`src/rtl/alu_issue_ctrl.sv`:
```
// Issue/capture/writeback sequencer in front of the combinational 8-bit ALU.
// Optional issued-op counter (op_count) is built when ALU_ISSUE_PERF_CNT_EN is defined.
module alu_issue_ctrl #(
  parameter int DATA_W = 8,
  parameter int REG_AW = 3
) (
  input  logic              clk,
  input  logic              rst,
  input  logic              load_valid,
  input  logic [REG_AW-1:0] load_addr,
  input  logic [DATA_W-1:0] load_data,
  input  logic              cmd_valid,
  output logic              cmd_ready,
  input  logic [2:0]        cmd_op,
  input  logic [REG_AW-1:0] cmd_srca,
  input  logic [REG_AW-1:0] cmd_srcb,
  input  logic [REG_AW-1:0] cmd_dst,
  output logic [DATA_W-1:0] alu_a,
  output logic [DATA_W-1:0] alu_b,
  output logic [2:0]        alu_operation,
  input  logic [DATA_W-1:0] alu_out,
  input  logic              alu_carry,
  output logic              rsp_valid,
  input  logic              rsp_ready,
  output logic [DATA_W-1:0] rsp_data,
  output logic              rsp_carry,
  output logic              rsp_err
`ifdef ALU_ISSUE_PERF_CNT_EN
  ,
  output logic [15:0]       op_count
`endif
);

  localparam int NREGS = 2 ** REG_AW;

  typedef enum logic [1:0] {IDLE, ISSUE, CAPTURE, RESP} state_t;

  state_t              state_q;
  logic [2:0]          op_q;
  logic [REG_AW-1:0]   srca_q, srcb_q, dst_q;
  logic [DATA_W-1:0]   alu_a_q, alu_b_q;
  logic [2:0]          alu_op_q;
  logic                rsp_valid_q, rsp_carry_q, rsp_err_q;
  logic [DATA_W-1:0]   rsp_data_q;

  logic                wr_en_d;
  logic [REG_AW-1:0]   wr_addr_d;
  logic [DATA_W-1:0]   wr_data_d;
  logic [NREGS-1:0][DATA_W-1:0] regs_rd;

  assign cmd_ready = (state_q == IDLE) && !load_valid;

  // Single register-file write port: preload in IDLE, ALU writeback in CAPTURE.
  always_comb begin
    wr_en_d   = 1'b0;
    wr_addr_d = load_addr;
    wr_data_d = load_data;
    if (state_q == IDLE && load_valid) begin
      wr_en_d = 1'b1;
    end else if (state_q == CAPTURE) begin
      wr_en_d   = 1'b1;
      wr_addr_d = dst_q;
      wr_data_d = alu_out;
    end
  end

  genvar gi;
  generate
    for (gi = 0; gi < NREGS; gi++) begin : g_regs
      logic [DATA_W-1:0] reg_q;
      always_ff @(posedge clk) begin
        if (rst) begin
          reg_q <= '0;
        end else if (wr_en_d && wr_addr_d == REG_AW'(gi)) begin
          reg_q <= wr_data_d;
        end
      end
      assign regs_rd[gi] = reg_q;
    end
  endgenerate

  always_ff @(posedge clk) begin
    if (rst) begin
      state_q     <= IDLE;
      op_q        <= '0;
      srca_q      <= '0;
      srcb_q      <= '0;
      dst_q       <= '0;
      alu_a_q     <= '0;
      alu_b_q     <= '0;
      alu_op_q    <= '0;
      rsp_valid_q <= 1'b0;
      rsp_data_q  <= '0;
      rsp_carry_q <= 1'b0;
      rsp_err_q   <= 1'b0;
    end else begin
      case (state_q)
        IDLE: begin
          if (cmd_valid && !load_valid) begin
            op_q   <= cmd_op;
            srca_q <= cmd_srca;
            srcb_q <= cmd_srcb;
            dst_q  <= cmd_dst;
            if (cmd_op <= 3'd4) begin
              state_q <= ISSUE;
            end else begin
              state_q     <= RESP;
              rsp_err_q   <= 1'b1;
              rsp_data_q  <= '0;
              rsp_carry_q <= 1'b0;
            end
          end
        end
        ISSUE: begin
          alu_a_q  <= regs_rd[srca_q];
          alu_b_q  <= regs_rd[srcb_q];
          alu_op_q <= op_q;
          state_q  <= CAPTURE;
        end
        CAPTURE: begin
          rsp_data_q  <= alu_out;
          rsp_carry_q <= alu_carry;
          rsp_err_q   <= 1'b0;
          rsp_valid_q <= 1'b1;
          state_q     <= RESP;
        end
        RESP: begin
          // Illegal ops enter RESP with valid still low; it rises one cycle later.
          if (!rsp_valid_q) begin
            rsp_valid_q <= 1'b1;
          end else if (rsp_ready) begin
            rsp_valid_q <= 1'b0;
            state_q     <= IDLE;
          end
        end
        default: state_q <= IDLE;
      endcase
    end
  end

`ifdef ALU_ISSUE_PERF_CNT_EN
  logic [15:0] op_count_q;
  always_ff @(posedge clk) begin
    if (rst) begin
      op_count_q <= '0;
    end else if (state_q == CAPTURE) begin
      op_count_q <= op_count_q + 16'd1;
    end
  end
  assign op_count = op_count_q;
`endif

  assign alu_a         = alu_a_q;
  assign alu_b         = alu_b_q;
  assign alu_operation = alu_op_q;
  assign rsp_valid     = rsp_valid_q;
  assign rsp_data      = rsp_data_q;
  assign rsp_carry     = rsp_carry_q;
  assign rsp_err       = rsp_err_q;

endmodule

```
`config.mk`:
```
export PLATFORM = sky130hd
export DESIGN_NAME = alu_issue_ctrl
export DESIGN_NICKNAME = d
export VERILOG_FILES = /design/src/rtl/alu_issue_ctrl.sv
export SDC_FILE = /design/constraint.sdc
export NUM_CORES = 1
export LEC_CHECK = 0
export ABC_CLOCK_PERIOD_IN_PS = 2700
export BUFFER_PORTS_ARGS = -buffer_cell sky130_fd_sc_hd__buf_4
export CAP_MARGIN = 20
export CORE_MARGIN = 2
export CORE_UTILIZATION = 47
export CTS_CLUSTER_DIAMETER = 80
export DETAILED_ROUTE_END_ITERATION = 12
export PLACE_DENSITY = 0.67
export SYNTH_ARGS = -nofsm -noshare
export SYNTH_HDL_FRONTEND = slang
export SYNTH_SLANG_ARGS = --single-unit
```
`constraint.sdc`:
```
create_clock -name clk -period 2.7 [get_ports clk]
set_input_delay 0.54 -clock clk [delete_from_list [all_inputs] [get_ports clk]]
set_output_delay 0.54 -clock clk [all_outputs]
set_load 0.1 [all_outputs]
```
# After elaboration in Yosys (flattened, before gate mapping)
# Cells that the tools add are included.
# totals
word_cells	83
out_inout_bits	31
input_bits	37
register_bits	108
# op_classes
n_mux	27
magnitude_cmp	3
n_eq_ne	14
n_reduce_logical	19
# ops
operator	count
$bmux W8 S3	2
$mux W8	6
$pmux W8 S2	1
$eq A3 B3 Y1 const B	4
$logic_and A1 B1 Y1	11
$lt A3 B4 Y1 const B	2
$mux W1	8
$mux W2	4
$pmux W2 S4	1
$eq A3 B2 Y1 const B	2
$mux W3	2
$ne A2 B2 Y1 const B	3
$pmux W1 S2	3
$reduce_and A3 Y1	2
$eq A2 B2 Y1 const B	2
$reduce_bool A2 Y1	2
$eq A3 B1 Y1 const B	1
$le A3 B3 Y1 const B	1
$logic_not A3 Y1	1
$eq A2 B1 Y1 const B	1
$logic_not A2 Y1	1
$ne A2 B1 Y1 const B	1
$reduce_and A2 Y1	1
$logic_not A1 Y1	1

# Logic depth before layout (Yosys ltp)
# Gate-level depths: netlist of the first run.
# depth
ltp_word	5
depth_mapped	9
depth_no_buf	6

# Least setup slack after synthesis of the first run
# OpenSTA, ideal clock, no wires.
# synth_timing
path_type	reg2reg
startpoint	register state_q[0]
endpoint	register dst_q[0]
setup_time_ns	0.070
n_path_buf	2
period_less_slack_ns	3.013
path_slack_ns	-0.313
required_ns	2.630
t_arrival_ns	2.943
path_stages_with_launch	9
path_cell_list	dfxtp_1 inv_1 ha_1 buf_2 nor2b_1 and2_1 clkbuf_1 nand2_1 a21oi_1
# synth_between
elab_chain_len	2
# synth_lines
item	line	rtl
start: declaration	38	state_t state_q;
start signal: assignment	84	state_q <= IDLE;
start signal: assignment	105	state_q <= ISSUE;
start signal: assignment	107	state_q <= RESP;
$logic_not A2 Y1	97	case (state_q)
$reduce_and A2 Y1 (no line)	--	
end signal: assignment	103	dst_q <= cmd_dst;
end: declaration	40	logic [REG_AW-1:0] srca_q, srcb_q, dst_q;
# Every way passes these cells.
# A chain may end at the register's enable or synchronous reset.

# Worst setup path in the final report of the first run
# layout_timing
startpoint	register state_q[1]
endpoint	output port cmd_ready
# layout_between
elab_chain_len	2
# layout_lines
item	line	rtl
$logic_not A2 Y1	51	assign cmd_ready = (state_q == IDLE) && !load_valid;
$logic_and A1 B1 Y1	51	
end: declaration	13	output logic cmd_ready,
# Every way passes these cells.

==> results of run 1 <==
## stage by stage
step	instances	area, um^2	total power, mW	worst slack (ps)	utilization (%)
after floorplan	563	5570	3.95	252	-
final	762	6470	5.85	413	56.4
after detailed placement	747	6160	4.49	443	53.7
after global placement	747	6160	4.45	531	53.7
after global routing	762	6470	6.09	313	56.4
after CTS	762	6470	5.87	412	56.4
## logic make-up (layout without fill, tap and decap cells)
family / Yosys count / after routing
flip-flops: 108 / 108
buffers and inverters: 47 / 103
multiplexers: 133 / 133
adder cells (fa/ha/maj): 5 / 5
AO/OA/AOI/OAI: 100 / 100
AND/OR/NAND/NOR: 170 / 170
## layout by cell type, fill, tap and decap left out, types with 10 or more instances in the layout
| master | Yosys | final |
|---|---|---|
| nand3_1 | 10 | 10 |
| mux2i_1 | 35 | 35 |
| a211oi_1 | 19 | 19 |
| nand2_1 | 45 | 45 |
| nor2_1 | 27 | 27 |
| buf_4 | 5 | 83 |
| mux2_4 | 10 | 10 |
| o22ai_1 | 15 | 15 |
| dfxtp_1 | 108 | 108 |
| mux2_2 | 80 | 80 |
| nor2b_1 | 69 | 68 |
| a21oi_1 | 30 | 30 |
| a221o_1 | 15 | 15 |
## registers in the layout, summed over array words and instances, names as in the netlist
signal and count:
rsp_err 1, dst_q 3, alu_operation 3, op_q 3
srcb_q 3, rsp_valid 1, rsp_data 8, state_q 2
g_regs.reg_q 64, srca_q 3, rsp_carry 1, alu_a 8
alu_b 8
## power by group
group	internal, mW	leakage, nW	total [mW]	switching [mW]
Combinational	0.745	1.57	2.48	1.73
Clock	0.811	0.150	1.38	0.573
Sequential	1.83	0.876	1.98	0.155
Total	3.38	2.60	5.85	2.46
## worst max-delay path, stage by stage (launching register included)
cell	delay [ps]
dfxtp_1	340
inv_1	120
ha_1	300
buf_4	200
nor2b_2	150
buf_4	290
## layout make-up
class | count | area share, %
clock buffer | 11 | 3.60
clock inverter | 4 | 1.14
inverter | 4 | 0.232
multi-input combinational | 408 | 48.9
sequential | 108 | 33.4
tap | 143 | 2.77
timing repair buffer | 84 | 9.94
## how the worst max path moves through the flow
stage          cells past startpoint            endpoint
2_1_floorplan                      8            dst_q[0]
6_report                           5           cmd_ready
3_3_place_gp                       6  g_regs[3].reg_q[4]
4_1_cts                            5           cmd_ready
5_1_grt                            5           cmd_ready
3_5_place_dp                       6  g_regs[0].reg_q[2]
## per-layer routing
layer / share of wire, % / track usage, % / vias to the layer above
li1: - / - / 2111
met1: 47 / 30.3 / 2047
met2: 47 / 34.7 / 82
met3: 4.9 / 3.27 / 13
met4: 1.0 / 6.10 / 0
met5: 0 / 0 / -
==> results by group, run 1 <==
GRT
  – GRT Total Usage: 21.6%
  – First-pass GRT wire length: 22,000 um
  – Number of global-route vias before repair: 4,263
  – Largest net degree at the start of global routing: 92
  – Total gr overflow: 0
  – Initial antenna violation count: 0

Final layout
  – Area of the multi-input gates: 3160 um^2
  – Diodes inserted: 0
  – Layout cell share with drive strength beyond 1: 31.8%
  – Register Area: 2160 um^2
  – NumNets Final: 657
  – Layout area overhead: 16.2%
  – Fill count: 1,004

STA
  – Min Clock Period, post-route: 2290 ps
  – RSZ-0062 raised after global routing: false
  – Worst Max-Slew Pin Slew: 746 ps
  – Setup Viol. Count Final: 0
  – Relative slew slack: 50.2%
  – Setup TNS: 0 ps
  – Final period util: 84.7%
  – Post-Route Skew: 7.38 ps
  – Fmax achieved: 437 MHz
  – Final Max Slew Viols: 0
  – Hold_ws: 402 ps
  – Final Hold Vio Count: 0

Clock network
  – Htree depth: 3
  – TritonCTS Sinks: 108
  – Post-CTS Hold Fix Bufs: 0
  – Reg clk slew, reported paths: 70 ps
  – CTS root buffer: clkbuf_16
  – Setup Fix Bufs, Post-CTS: 0
  – CTS tree: yes
  – Post_cts resized: 0
  – Max Root-Sink Buffers: 2
  – Num CTS Buffers: 9
  – Clk_lat worst skew: 350 ps

Synth
  – Post-Syn Instances: 563
  – Ys flop type: dfxtp_1
  – Compound-Gate Fraction of Synth Area: 12.6%
  – Synth Area in Adders: 1.12%
  – Xor-xnor portion of the synthesized cell area: 0%
  – Yosys top cell by area: dfxtp_1
  – FFs w/ async S/R, synth: 0%
  – Area contributors post-synth: dfxtp_1 (39%), mux2_2 (16%), nor2b_1 (7.8%)
  – Multiplexer share of the synthesized area: 27.2%
  – Number of synthesized flops with an enable pin: 0
  – Count leader, synth: dfxtp_1
  – Mapped cell area: 5570 um^2
  – Yosys top cell area share: 38.8%
  – Seq/Total Area, Yosys: 38.8%
  – Synth top cells by count: dfxtp_1 (108), mux2_2 (80), nor2b_1 (69)
  – Post-Synth Simple-Gate Area: 15.9%
  – Syn_nets: 605
  – Synth cell types: 42
  – Avg Cell Area, Syn: 9.89 um^2
  – Post-synthesis register bit count: 108
  – Main combinational cell family by area after synthesis: multiplexers
  – Ys Warns: 0

Routing
  – Total number of vias: 4,253
  – Drt drc: 0
  – Antenna-violating nets left: 0
  – Via density: 5.58
  – DR iter-0 viols: 402
  – Routed len/inst: 17.8 um
  – WL final: 13,600 um
  – Initial DRT Pass Iterations: 4

Critical path
  – CP endpoint kind: output pin
  – Crit Path Class: reg -> out
  – Critical Path RT: 2160 ps
  – Crit path max fanout: 7
  – FF-to-FF path depth: 6
  – Data arrival time of the worst path: 1750 ps
  – Startpoint types: flip-flop
  – Reg-to-Reg End: g_regs[7].reg_q[1]
  – Reg-to-reg slack, setup: 440 ps
  – Critical path startpoint: state_q[1]
  – R2R Path Start: state_q[0]

Outcome
  – Status: finished clean

Floorplanning
  – Core box area: 11,500 um^2
  – Initial Util: 48.6%
  – Die area: 12,700 um^2
  – Die X: 113 um
  – Ports: 68
  – Die Span Y: 113 um
  – Site Rows: 39

Pwr
  – IR Drop Worst-Case VDD: 810 uV
  – Leakage: 2.60 nW
  – PwrDens: 904 nW/um^2

Worst hold path
  – Hold path startpoint: rsp_ready
  – Worst hold path type: in -> reg
  – Hold depth: 2
  – Hold EP: rsp_valid

Placed design
  – Dpl hpwl: 9480 um
  – IO buf count: 67
  – Gpl congestion: 0.837

Run
  – Max_cap viols: 0
(Power assumes the default switching activity.)
==> inputs of run 2 (changes only) <==
ABC_CLOCK_PERIOD_IN_PS = 2250   (was 2700)
clock period = 2.25 ns   (was 2.7 ns; I/O delays follow)
==> run 2 against run 1 <==
  * Clock-buffer cell count increased by 1
  * Setup slack got worse by 320 ps
  * Hold slack got worse by 89 ps
  * Register-to-register slack got worse by 320 ps
  * Cell count increased by 0.92%
  * Total power increased by 28%
  * Utilization increased by 2.1 points
  * Global-route usage increased by 2.1 points
  * Non-clock buffer count increased by 6
  * Die area unchanged
  * Critical endpoint unchanged
  * Largest cell class unchanged
==> results by group, run 2 (same netlist as run 1, synthesis figures left out) <==
Clock network
  – Num CTS Buffers: 9
  – Max Root-Sink Buffers: 2
  – Reg clk slew, reported paths: 70 ps
  – Setup Fix Bufs, Post-CTS: 0
  – CTS root buffer: clkbuf_16
  – CTS tree: yes
  – TritonCTS Sinks: 108
  – Clk_lat worst skew: 360 ps
  – Post-CTS Hold Fix Bufs: 0
  – Htree depth: 3

Floorplanning
  – Initial Util: 48.6%
  – Site Rows: 39
  – Ports: 68
  – Core box area: 11,500 um^2
  – Die area: 12,700 um^2
  – Die X: 113 um
  – Die Span Y: 113 um

Final layout
  – NumNets Final: 663
  – Most flops, register: g_regs.reg_q
  – Most common cell after layout, fill and taps aside: dfxtp_1
  – Final core occ: 58.5%
  – Layout cell share with drive strength beyond 1: 34.2%
  – Diodes inserted: 0
  – Fill count: 977
  – Max reg flops: 64
  – Commonest cells after routing, fill and taps aside: dfxtp_1 (108), buf_4 (84), mux2_2 (80)
  – Layout area overhead: 20.6%

Pwr
  – Clock power share: 26.2%
  – Seq pwr share: 31.9%
  – Leakage: 2.69 nW
  – Switching power total: 3.06 mW
  – Logic gate share of total power: 41.9%
  – Power Total: 7.46 mW
  – PwrDens: 1110 nW/um^2
  – Net Sw Frac: 41.0%
  – Pint: 4.40 mW
  – IR Drop Worst-Case VDD: 1070 uV

GRT
  – First-pass GRT wire length: 23,700 um
  – Number of global-route vias before repair: 4,409
  – Initial antenna violation count: 0
  – GRT Total Usage: 23.7%
  – Largest net degree at the start of global routing: 55
  – Total gr overflow: 0

Critical path
  – CP Buf/Inv Count: 3
  – Startpoint types: flip-flop
  – Worst path cell trace: inv_1 > ha_2 > buf_4 > nor2b_4 > buf_4
  – Crit path max fanout: 8
  – Crit path max-delay family: buffers and inverters
  – Data arrival time of the worst path: 1700 ps
  – Critical path's slowest cell: dfxtp_1
  – Cell mode on critical path: buf_4
  – CP endpoint kind: output pin
  – Crit Path Class: reg -> out
  – Max stage delay on crit path: 340 ps
  – Critical Path RT: 1800 ps

Placed design
  – Dpl hpwl: 10,100 um
  – IO buf count: 67
  – Gpl congestion: 0.886

Routing
  – Drt drc: 0
  – DR iter-0 viols: 372
  – Initial DRT Pass Iterations: 5
  – Via density: 5.73
  – Antenna-violating nets left: 0
  – Routed len/inst: 19.2 um
  – WL final: 14,800 um
  – Total number of vias: 4,404

Worst hold path
  – Worst hold path type: in -> reg

Run
  – Max_cap viols: 0

STA
  – Setup Viol. Count Final: 0
  – Post-Route Skew: 10.1 ps
  – Relative slew slack: 53.3%
  – RSZ-0062 raised after global routing: false
  – Worst Max-Slew Pin Slew: 698 ps
  – Fmax achieved: 464 MHz
  – Final period util: 95.8%
  – Min Clock Period, post-route: 2150 ps
  – Final Max Slew Viols: 0
  – Final Hold Vio Count: 0

Outcome
  – Status: finished clean
[run 2: cell count changes in the layout (fill, tap and decap cells not counted), sizes merged]
cell | before | now
inv | 5 | 4
clkbuf | 11 | 12
clkinv | 1 | 0
buf | 84 | 90
bufinv | 2 | 4
[run 2: repair_timing]
action                                 4_1_cts  5_1_grt
cloned                                       0        0
gates resized for setup                      9        6
setup endpoints to repair                   58       65
endpoints found under the hold margin        0        0
[run 2: power groups by stage]
stage          Combinational, mW  Sequential (mW)  Clock (mW)
6_report                    3.12             2.38        1.95
5_1_grt                     3.30             2.42        2.04
3_5_place_dp                3.06             2.42           0
4_1_cts                     3.09             2.38        1.97
2_1_floorplan               1.27             3.48           0
3_3_place_gp                3.02             2.40           0
[run 2: worst paths after layout]
kind / cells past startpoint / end / startpoint / slack [ps]
setup / recovery: 5 / cmd_ready / state_q[0] / 100
hold / removal: 2 / rsp_valid / rsp_ready / 310
setup reg to reg: 8 / g_regs[5].reg_q[0] / state_q[0] / 120
hold reg to reg: 2 / op_q[1] / op_q[1] / 460
[run 2: metrics by stage]
stage | TNS [ps] | cells | hold WS (ps) | setup slack [ps] | instance area (um^2)
6_report | 0 | 769 | 313 | 95.1 | 6710
3_3_place_gp | 0 | 753 | 443 | 5.51 | 6270
4_1_cts | 0 | 769 | 307 | 32.6 | 6680
3_5_place_dp | -2990 | 753 | 450 | -122 | 6270
2_1_floorplan | 0 | 563 | 436 | 139 | 5580
5_1_grt | 0 | 769 | 312 | 12.2 | 6710
[run 2: cell type report]
cell class / count / area [um^2] / area share [%]
Inverter: 4 / 15.0 / 0.224
Sequential cell: 108 / 2160 / 32.2
Clock buffer: 12 / 246 / 3.67
Timing Repair Buffer: 90 / 751 / 11.2
Tap cell: 143 / 179 / 2.67
Clock inverter: 4 / 120 / 1.79
Multi-Input combinational cell: 408 / 3240 / 48.3
[run 2: routing by layer]
metal	vias to the layer above	wire length (um)	global-route usage, %
li1	2129	-	-
met1	2141	6710	31.9
met2	114	7060	37.9
met3	20	666	3.96
met4	0	322	9.84
met5	-	0	0
==> inputs of run 3 (changes only) <==
==> constraint.sdc (replaced) <==
create_clock -name clk -period 2.25 [get_ports clk]
set_input_delay 0.675 -clock clk [delete_from_list [all_inputs] [get_ports clk]]
set_output_delay 0.675 -clock clk [all_outputs]
set_load 0.1 [all_outputs]
==> run 3 against run 2 <==
  * Clock skew shrank 4.3 ps
  * Critical path type unchanged
  * Total power fell by 6.1%
  * First-iteration DRC count shrank 11%
  * Critical endpoint unchanged
==> results by group, run 3 (same netlist as run 1, synthesis figures left out) <==
Outcome
  – Status: finished clean

Clock network
  – Setup Fix Bufs, Post-CTS: 0
  – Post-CTS Hold Fix Bufs: 0
  – Htree depth: 3
  – CTS root buffer: clkbuf_16
  – Max Root-Sink Buffers: 2
  – Num CTS Buffers: 9
  – Clk_lat worst skew: 350 ps
  – Reg clk slew, reported paths: 70 ps
  – CTS tree: yes
  – TritonCTS Sinks: 108

Routing
  – Via density: 5.77
  – Antenna-violating nets left: 0
  – Total number of vias: 4,398
  – WL final: 14,500 um
  – Initial DRT Pass Iterations: 4
  – DR iter-0 viols: 332
  – Drt drc: 0
  – Routed len/inst: 19.0 um

Critical path
  – Critical path's slowest cell: dfxtp_1
  – Worst path cell trace: inv_1 > ha_4 > nor2b_4 > buf_6
  – Data arrival time of the worst path: 1520 ps
  – CP Buf/Inv Count: 2
  – Max stage delay on crit path: 350 ps
  – Critical Path RT: 1570 ps
  – CP endpoint kind: output pin
  – Startpoint types: flip-flop
  – Crit Path Class: reg -> out
  – Crit path max fanout: 14
  – Crit path max-delay family: buffers and inverters

Floorplanning
  – Ports: 68
  – Die Span Y: 113 um
  – Die X: 113 um
  – Die area: 12,700 um^2
  – Core box area: 11,500 um^2
  – Initial Util: 48.6%
  – Site Rows: 39

STA
  – Final Hold Vio Count: 0
  – Worst Max-Slew Pin Slew: 724 ps
  – Final period util: 97.7%
  – Relative slew slack: 51.6%
  – Min Clock Period, post-route: 2200 ps
  – Hold_ws: 459 ps
  – Final Max Slew Viols: 0
  – RSZ-0062 raised after global routing: true
  – Fmax achieved: 455 MHz
  – Setup Viol. Count Final: 0
  – Post-Route Skew: 5.86 ps

Pwr
  – Clock power share: 22.0%
  – Leakage: 2.61 nW
  – Logic gate share of total power: 44.0%
  – Switching power total: 3.02 mW
  – Net Sw Frac: 43.2%
  – PwrDens: 1070 nW/um^2
  – Seq pwr share: 34.0%
  – Pint: 3.98 mW
  – Power Total: 7.01 mW
  – IR Drop Worst-Case VDD: 1190 uV

Worst hold path
  – Worst hold path type: reg -> reg

Final layout
  – Layout cell share with drive strength beyond 1: 33.6%
  – Diodes inserted: 0
  – Layout area overhead: 17.8%
  – Most flops, register: g_regs.reg_q
  – Max reg flops: 64
  – Final core occ: 57.2%
  – NumNets Final: 656
  – Commonest cells after routing, fill and taps aside: dfxtp_1 (108), mux2_2 (80), buf_4 (75)
  – Most common cell after layout, fill and taps aside: dfxtp_1

GRT
  – Met2 Resource Use GR: 37.5%
  – First-pass GRT wire length: 22,900 um
  – Grt met3 use: 3.64%
  – Met1 Use GR: 30.6%
  – Initial antenna violation count: 0
  – GRT Total Usage: 22.8%
  – Number of global-route vias before repair: 4,283
  – GRT busiest layer: met2
  – Largest net degree at the start of global routing: 70
  – Total gr overflow: 0

Placed design
  – IO buf count: 67
  – Dpl hpwl: 9800 um
  – Gpl congestion: 0.838

Run
  – Max_cap viols: 0
[run 3: changes by cell type in the layout (fill, tap and decap cells not counted), moves of 2 or more]
| cell | delta |
|---|---|
| bufinv_16 | -4 |
| clkbuf_8 | +2 |
| a21oi_2 | +3 |
| buf_4 | -9 |
| a21oi_4 | -3 |
| clkinv_2 | +2 |
[run 3: stage by stage]
step / instances / area (um^2) / TNS [ps] / setup slack, ps
floorplan: 563 / 5580 / 0 / 139
global placement: 745 / 6210 / 0 / 34.8
detailed placement: 745 / 6210 / -255 / -29.5
CTS: 761 / 6530 / 0 / 35.3
global route: 762 / 6560 / -0.744 / -0.744
finish: 762 / 6560 / 0 / 52.1
[run 3: final cells by class]
cell class	count	area [um^2]
tap	143	179
clock inverter	3	18.8
clock buffer	13	270
fill	1000	4910
inverter	4	15.0
sequential	108	2160
timing repair buffer	82	694
multi-input combinational	409	3220
[run 3: path summary, 6_finish.rpt]
| kind | start | end | slack, ps | depth (start not counted) |
|---|---|---|---|---|
| setup / recovery | state_q[0] | cmd_ready | 50 | 4 |
| setup reg to reg | state_q[0] | g_regs[7].reg_q[0] | 110 | 7 |
| hold / removal | op_q[0] | op_q[0] | 460 | 2 |
| hold reg to reg | op_q[0] | op_q[0] | 460 | 2 |
[run 3: repair_timing]
action	4_1_cts	5_1_grt
resized for setup	5	7
endpoints found under the setup margin	30	53
gates cloned	0	1
[run 3: power groups by stage]
stage / Sequential, mW / Combinational, mW / Clock [mW]
floorplan: 3.48 / 1.27 / 0
global placement: 2.41 / 2.96 / 0
detailed placement: 2.42 / 3.00 / 0
CTS: 2.38 / 3.04 / 1.56
global route: 2.41 / 3.25 / 1.63
finish: 2.38 / 3.08 / 1.54
[run 3: worst reg2reg max path, stage by stage, from the launching register on]
cell and delay, ps:
dfxtp_1 390, inv_1 130, ha_2 260, a21bo_4 260, mux2i_4 280, nand2b_1 150
buf_4 200, mux2_2 350
[run 3: routing by layer]
metal | part of all wire, % | vias to the layer above | routed length (um)
met5 | 0 | - | 0
met4 | 1.6 | 0 | 230
met3 | 4.4 | 17 | 644
met2 | 48 | 109 | 6900
met1 | 46 | 2157 | 6720
li1 | - | 2115 | -
